[src/rtl/decodificador_pkg.sv]
// Shared widths and one-hot select constants for the 2-to-4 decoder.
package decodificador_pkg;

  localparam int SEL_W = 2;
  localparam int OUT_W = 4;

  localparam logic [OUT_W-1:0] Y0_SEL = 4'b0001;
  localparam logic [OUT_W-1:0] Y1_SEL = 4'b0010;
  localparam logic [OUT_W-1:0] Y2_SEL = 4'b0100;
  localparam logic [OUT_W-1:0] Y3_SEL = 4'b1000;

endpackage

[src/rtl/decodificador_2x4_core.sv]
// Purely combinational 2-bit select to 4-bit one-hot decode.
module decodificador_2x4_core
  import decodificador_pkg::*;
(
  input  logic [SEL_W-1:0] sel,
  output logic [OUT_W-1:0] onehot
);

  always_comb begin
    onehot = Y0_SEL;
    case (sel)
      2'b00:   onehot = Y0_SEL;
      2'b01:   onehot = Y1_SEL;
      2'b10:   onehot = Y2_SEL;
      2'b11:   onehot = Y3_SEL;
      default: onehot = Y0_SEL;
    endcase
  end

endmodule

[src/rtl/decodificador_2x4.sv]
// Registered 2-to-4 one-hot decoder with optional active-low outputs,
// decode enable and a valid flag that rises on the first registered decode.
module decodificador_2x4
  import decodificador_pkg::*;
#(
  parameter bit ACTIVE_LOW = 1'b0
) (
  input  logic clk,
  input  logic rst,
  input  logic en,
  input  logic A,
  input  logic B,
  output logic Y0,
  output logic Y1,
  output logic Y2,
  output logic Y3,
  output logic valid
);

  // Reset value means "nothing asserted" in either polarity.
  localparam logic [OUT_W-1:0] RESET_Y = ACTIVE_LOW ? {OUT_W{1'b1}} : {OUT_W{1'b0}};

  logic [SEL_W-1:0] sel;
  logic [OUT_W-1:0] onehot;
  logic [OUT_W-1:0] y_next;
  logic [OUT_W-1:0] y_reg;
  logic             valid_reg;

  assign sel = {A, B};

  decodificador_2x4_core u_core (
    .sel    (sel),
    .onehot (onehot)
  );

  assign y_next = ACTIVE_LOW ? ~onehot : onehot;

  always_ff @(posedge clk or posedge rst) begin
    if (rst) begin
      y_reg     <= RESET_Y;
      valid_reg <= 1'b0;
    end else if (en) begin
      y_reg     <= y_next;
      valid_reg <= 1'b1;
    end
  end

  assign {Y3, Y2, Y1, Y0} = y_reg;
  assign valid            = valid_reg;

endmodule

[config.mk]
export PLATFORM = sky130hd
export DESIGN_NAME = decodificador_2x4
export DESIGN_NICKNAME = d
export VERILOG_FILES = /design/src/rtl/decodificador_pkg.sv /design/src/rtl/decodificador_2x4_core.sv /design/src/rtl/decodificador_2x4.sv
export SDC_FILE = /design/constraint.sdc
export NUM_CORES = 1
export LEC_CHECK = 0
export ABC_AREA = 1
export CORE_AREA = 2 2 39 41
export DETAILED_ROUTE_END_ITERATION = 6
export DIE_AREA = 0 0 41 43
export PLACE_DENSITY_LB_ADDON = 0.2
export SLEW_MARGIN = 30
export SYNTH_ARGS = -nofsm -noshare
export SYNTH_HDL_FRONTEND = slang
export SYNTH_SLANG_ARGS = --single-unit
[constraint.sdc]
create_clock -name clk -period 0.9 [get_ports clk]
set_input_delay 0.18 -clock clk [delete_from_list [all_inputs] [get_ports clk]]
set_output_delay 0.18 -clock clk [all_outputs]
set_load 0.03 [all_outputs]
==> metrics.cfg, run 1 <==
[run_status]
outcome=complete, but fails checks
violations=setup timing

[synth]
synth_cell_type_count=7
yosysWarnings=0
synth_area_per_cell_um2=8.65
ys_ff_latch=5
syn_nets=28
syn_inst=23
yosysSeqAreaShare=0.629
netlist_area_um2=199

[drt]
drt_iter0_markers=1
postRouteAntennaNets=0
vias=201
dr.pass1.iters=2
routed_via_density=3.59
totalWireLength_um=485
avgRoutedWirePerCell_um=8.66
drc=0

[timing]
max_freq_mhz=1060
slew_headroom=0.867
worstMarginPinSlew_ns=0.198
postLayoutSetupSlackWorst_ns=-0.0460
fin_crit_ns=0.946
post-route-period-util=1.05
finalHoldViolCount=0
rsz0062_at_grt=true
clock_skew_ns=0
holdWs_ns=0.137
setup_violations=5
report.final.slew_viol_count=0

[clock_network]
htreeDepth=1
clk_pin_slew_ns=0.05
cts_tree=built
clock_latency_ns=0.24
holdBufCountCts=0
cts-buffers-inserted=3
clock_path_buffers=2
cts.sinks=5
root_buffer=clkbuf_4

[global_routing]
grt_pass1_vias=183
grt_first_pass_wirelength_um=759
grt_usage=0.0695
overflow=0
grt_max_degree=7
antenna_found_initial=0

[setup_path]
timing.rr.end=y_reg[1]$_DFFE_PP0P_
path_cells=buf_6
critPathArrivalTime_ns=0.77
cp.buffers_inverters=1
worstRegToRegCells=4
max_stage_delay_ns=0.38
cp-end-kind=output pin
crit_start=y_reg[0]$_DFFE_PP0P_
cpMaxStageDelayCell=dfrtp_1
rrSetupSlack_ns=0.06
critical-path-top-delay-family=flip-flops
crit_type=reg2out
r2r-start=y_reg[1]$_DFFE_PP0P_
cp.required_ns=0.72
critPathLaunchType=register
crit_fanout=2

[finish]
syn_to_final_growth_pct=86.8
final_cell_mix=nand2_1, buf_6, dfrtp_1
diodes=0
utilization=0.269
layout_commonest_cell=nand2_1
largest_reg_flops=4
nets=46
drive_gt1_frac=0.325

[place]
dp_hpwl_um=359
io_buffers=9
gp_congestion=0.694

[power_and_ir_drop]
peakVddDrop_mv=0.618
power_density_mw_per_mm2=1710
total_power_mw=0.636
leakage_nw=0.199

[floorplanning]
die_w_um=41
initial_core_util=0.144
fp.dieH_um=43
io-pin-count=10
core_area_mm2=0.00138
rows=14
dieArea_mm2=0.00176

[job]
maxCapViolCount=0

[min_path]
hp-class=in2async

-- Yosys cell counts, drive strengths merged --
cell | n | share of area
inv | 4 | 0.075
nor2 | 1 | 0.019
nand3 | 3 | 0.075
or2 | 1 | 0.031
dfrtp | 5 | 0.63
nand2 | 9 | 0.17
-- report_power, final --
part | leakage (nW) | switching [mW] | internal (mW) | total (mW)
clock | 0.0150 | 0.0923 | 0.168 | 0.260
combinational | 0.123 | 0.0615 | 0.0654 | 0.127
sequential | 0.0608 | 0.00925 | 0.240 | 0.249
-- area by class of cell --
class | count | area, µm²
clock buffers | 4 | 26.3
fillers | 164 | 1010
inverters | 4 | 15.0
multi-input cells | 14 | 58.8
flip-flops and latches | 5 | 125
well taps | 16 | 20.0
repair buffers | 13 | 126
-- per-stage QoR --
| step | setup WS, ns | instances | setup TNS [ns] | cell area [µm²] |
|---|---|---|---|---|
| 2_1_floorplan | 0.0757 | 23 | 0 | 199 |
| 3_3_place_gp | -0.150 | 48 | -0.744 | 297 |
| 3_5_place_dp | -0.170 | 48 | -0.810 | 297 |
| 4_1_cts | -0.0530 | 55 | -0.226 | 364 |
| 5_1_grt | -0.0706 | 56 | -0.313 | 372 |
| 6_report | -0.0460 | 56 | -0.208 | 372 |
-- layer usage --
metal / vias to the layer above / GRT usage / routed length (µm)
met4: 0 / 0.0600 / 19
met2: 11 / 0.0750 / 177
met5: - / 0 / 0
met3: 4 / 0.0471 / 83
li1: 102 / - / -
met1: 84 / 0.0877 / 205
-- worst max-delay path by stage --
stage	to	slack, ns	cells after the start
floorplan	valid$_DFFE_PP0P_	0.08	1
global placement	y_reg[0]$_DFFE_PP0P_	-0.15	4
detailed placement	valid$_DFFE_PP0P_	-0.17	2
CTS	Y0	-0.05	1
global route	Y0	-0.07	1
finish	Y0	-0.05	1
-- what timing repair did --
item	in CTS	in global routing
pin swaps	0	0
buffers inserted	3	1
resized for setup	5	0
endpoints found under the setup margin	5	5
-- logic make-up (layout without fill, tap and decap cells) --
group	count (synthesis)	after routing	share of synthesized area
and+or+nand+nor	14	14	0.296
DFF	5	5	0.629
buffers and inverters	4	21	0.0754
(Power assumes the default switching activity.)
==> run 2: changes to the inputs <==
--- a/config.mk
+++ b/config.mk
@@ -14,3 +14,4 @@
 export SYNTH_ARGS = -nofsm -noshare
 export SYNTH_HDL_FRONTEND = slang
 export SYNTH_SLANG_ARGS = --single-unit
+export TNS_END_PERCENT = 5
==> metrics.cfg, run 2 (synthesis results as in run 1) <==
[place]
gp_congestion=0.694  ; unchanged
io_buffers=9  ; unchanged
dp_hpwl_um=359  ; unchanged

[global_routing]
grt_pass1_vias=178  ; -2.7%
grt_first_pass_wirelength_um=759  ; unchanged
overflow=0  ; unchanged
antenna_found_initial=0  ; unchanged
grt_max_degree=7  ; unchanged
grt_usage=0.0695  ; unchanged

[floorplanning]
core_area_mm2=0.00138  ; unchanged
initial_core_util=0.144  ; unchanged
io-pin-count=10  ; unchanged
rows=14  ; unchanged
dieArea_mm2=0.00176  ; unchanged
die_w_um=41  ; unchanged
fp.dieH_um=43  ; unchanged

[finish]
nets=45  ; -2.2%
multi_input_area_um2=58.8  ; unchanged
syn_to_final_growth_pct=83.0
utilization=0.263  ; -0.00543
fillers=165  ; +0.61%
final_cell_mix=nand2_1, buf_6, dfrtp_1
diodes=0  ; unchanged
drive_gt1_frac=0.308  ; -0.0173
largest_reg_flops=4  ; unchanged
regArea_um2=125  ; unchanged
layout_commonest_cell=nand2_1

[clock_network]
cts_tree=built
root_buffer=clkbuf_4
htreeDepth=1  ; unchanged
clk_pin_slew_ns=0.05  ; about the same
clock_path_buffers=2  ; unchanged
clock_latency_ns=0.24  ; about the same
cts-buffers-inserted=3  ; unchanged
cts.sinks=5  ; unchanged

[timing]
max_freq_mhz=1060  ; about the same
rsz0062_at_grt=true
postLayoutSetupSlackWorst_ns=-0.0460  ; -0.0000254 ns
slew_headroom=0.867  ; unchanged
setup_violations=5  ; unchanged
worstMarginPinSlew_ns=0.198  ; unchanged
post-route-period-util=1.05  ; about the same
clock_skew_ns=0  ; unchanged
report.final.slew_viol_count=0  ; unchanged
finalHoldViolCount=0  ; unchanged
fin_crit_ns=0.946  ; +0.0000254 ns

[drt]
postRouteAntennaNets=0  ; unchanged
avgRoutedWirePerCell_um=8.71  ; +0.56%
drc=0  ; unchanged
routed_via_density=3.60  ; +0.30%
totalWireLength_um=479  ; -1.2%
vias=198  ; -1.5%
dr.pass1.iters=2  ; unchanged
drt_iter0_markers=1  ; unchanged

[setup_path]
cp.required_ns=0.72  ; about the same
critPathArrivalTime_ns=0.77  ; about the same
cp-end-kind=output pin
path_cells=buf_6
cp.buffers_inverters=1  ; unchanged
critPathLaunchType=register
crit_type=reg2out
cpMaxStageDelayCell=dfrtp_1
critical-path-top-delay-family=flip-flops
max_stage_delay_ns=0.38  ; about the same
crit_fanout=2  ; unchanged

[run_status]
violations=setup timing
outcome=complete, but fails checks

[power_and_ir_drop]
p_sw_frac=0.257  ; +0.000636
total_power_mw=0.631  ; -0.76%
leakage_nw=0.193  ; -2.6%
power_density_mw_per_mm2=1730  ; +1.3%
pwr-share-clk=0.412  ; +0.003
peakVddDrop_mv=0.612  ; -0.92%
p_switching_mw=0.162  ; -0.51%
p_int_mw=0.469  ; -0.84%
power_frac_comb=0.193  ; -0.007
seqPwrFrac=0.394  ; +0.003

[job]
maxCapViolCount=0  ; unchanged

[min_path]
hp-class=in2async

==> run 2: cell types whose count changed in the layout (fill, tap and decap cells not counted), sizes merged <==
cell | before | now
buf | 9 | 8
==> run 2: cell type report <==
type | count | share of cell area
Multi-Input combinational cell | 14 | 0.162
Tap cell | 16 | 0.0550
Sequential cell | 5 | 0.344
Clock buffer | 4 | 0.0722
Inverter | 4 | 0.0412
Timing Repair Buffer | 12 | 0.326
==> run 2: timing repair <==
| action | in CTS | in global routing |
|---|---|---|
| endpoints found under the hold margin | 0 | 0 |
| buffers inserted | 2 | 1 |
| gates resized for setup | 5 | 0 |
| pin swaps | 0 | 0 |
| cloned | 0 | 0 |
| endpoints found under the setup margin | 5 | 5 |
| hold buffers | 0 | 0 |
==> run 2: per-layer routing <==
layer	global-route usage	vias to the layer above	wire length, µm
li1	-	100	-
met1	0.0877	83	198
met2	0.0750	11	177
met3	0.0471	4	83
met4	0.0600	0	19
met5	0	-	0
==> run 2: metrics by stage <==
step / TNS, ns / setup slack (ns) / std cells / hold WS (ns) / area [µm²]
floorplan: 0 / 0.0757 / 23 / -0.0415 / 199
global placement: -0.744 / -0.150 / 48 / 0.401 / 297
detailed placement: -0.810 / -0.170 / 48 / 0.407 / 297
CTS: -0.236 / -0.0530 / 54 / 0.152 / 357
global route: -0.322 / -0.0706 / 55 / 0.181 / 364
finish: -0.208 / -0.0460 / 55 / 0.137 / 364
==> run 2: worst paths after layout <==
| kind | start | end | slack (ns) | cells after the start |
|---|---|---|---|---|
| worst min register to register | valid$_DFFE_PP0P_ | valid$_DFFE_PP0P_ | 0.49 | 1 |
| min in group clk | valid$_DFFE_PP0P_ | valid$_DFFE_PP0P_ | 0.49 | 1 |
| worst max-delay path | y_reg[0]$_DFFE_PP0P_ | Y0 | -0.05 | 1 |
| worst max register to register | y_reg[2]$_DFFE_PP0P_ | y_reg[2]$_DFFE_PP0P_ | 0.17 | 3 |
| worst min-delay path | rst | y_reg[0]$_DFFE_PP0P_ | 0.14 | 2 |
| max in group asynchronous | rst | y_reg[2]$_DFFE_PP0P_ | 0.59 | 2 |
==> run 2: power by group through the flow <==
stage / sequential (mW) / combinational, mW / clock, mW
after detailed placement: 0.250 / 0.100 / 0
final: 0.249 / 0.122 / 0.260
after global routing: 0.251 / 0.132 / 0.273
after CTS: 0.249 / 0.119 / 0.264
after floorplan: 0.278 / 0.0204 / 0
after global placement: 0.250 / 0.100 / 0
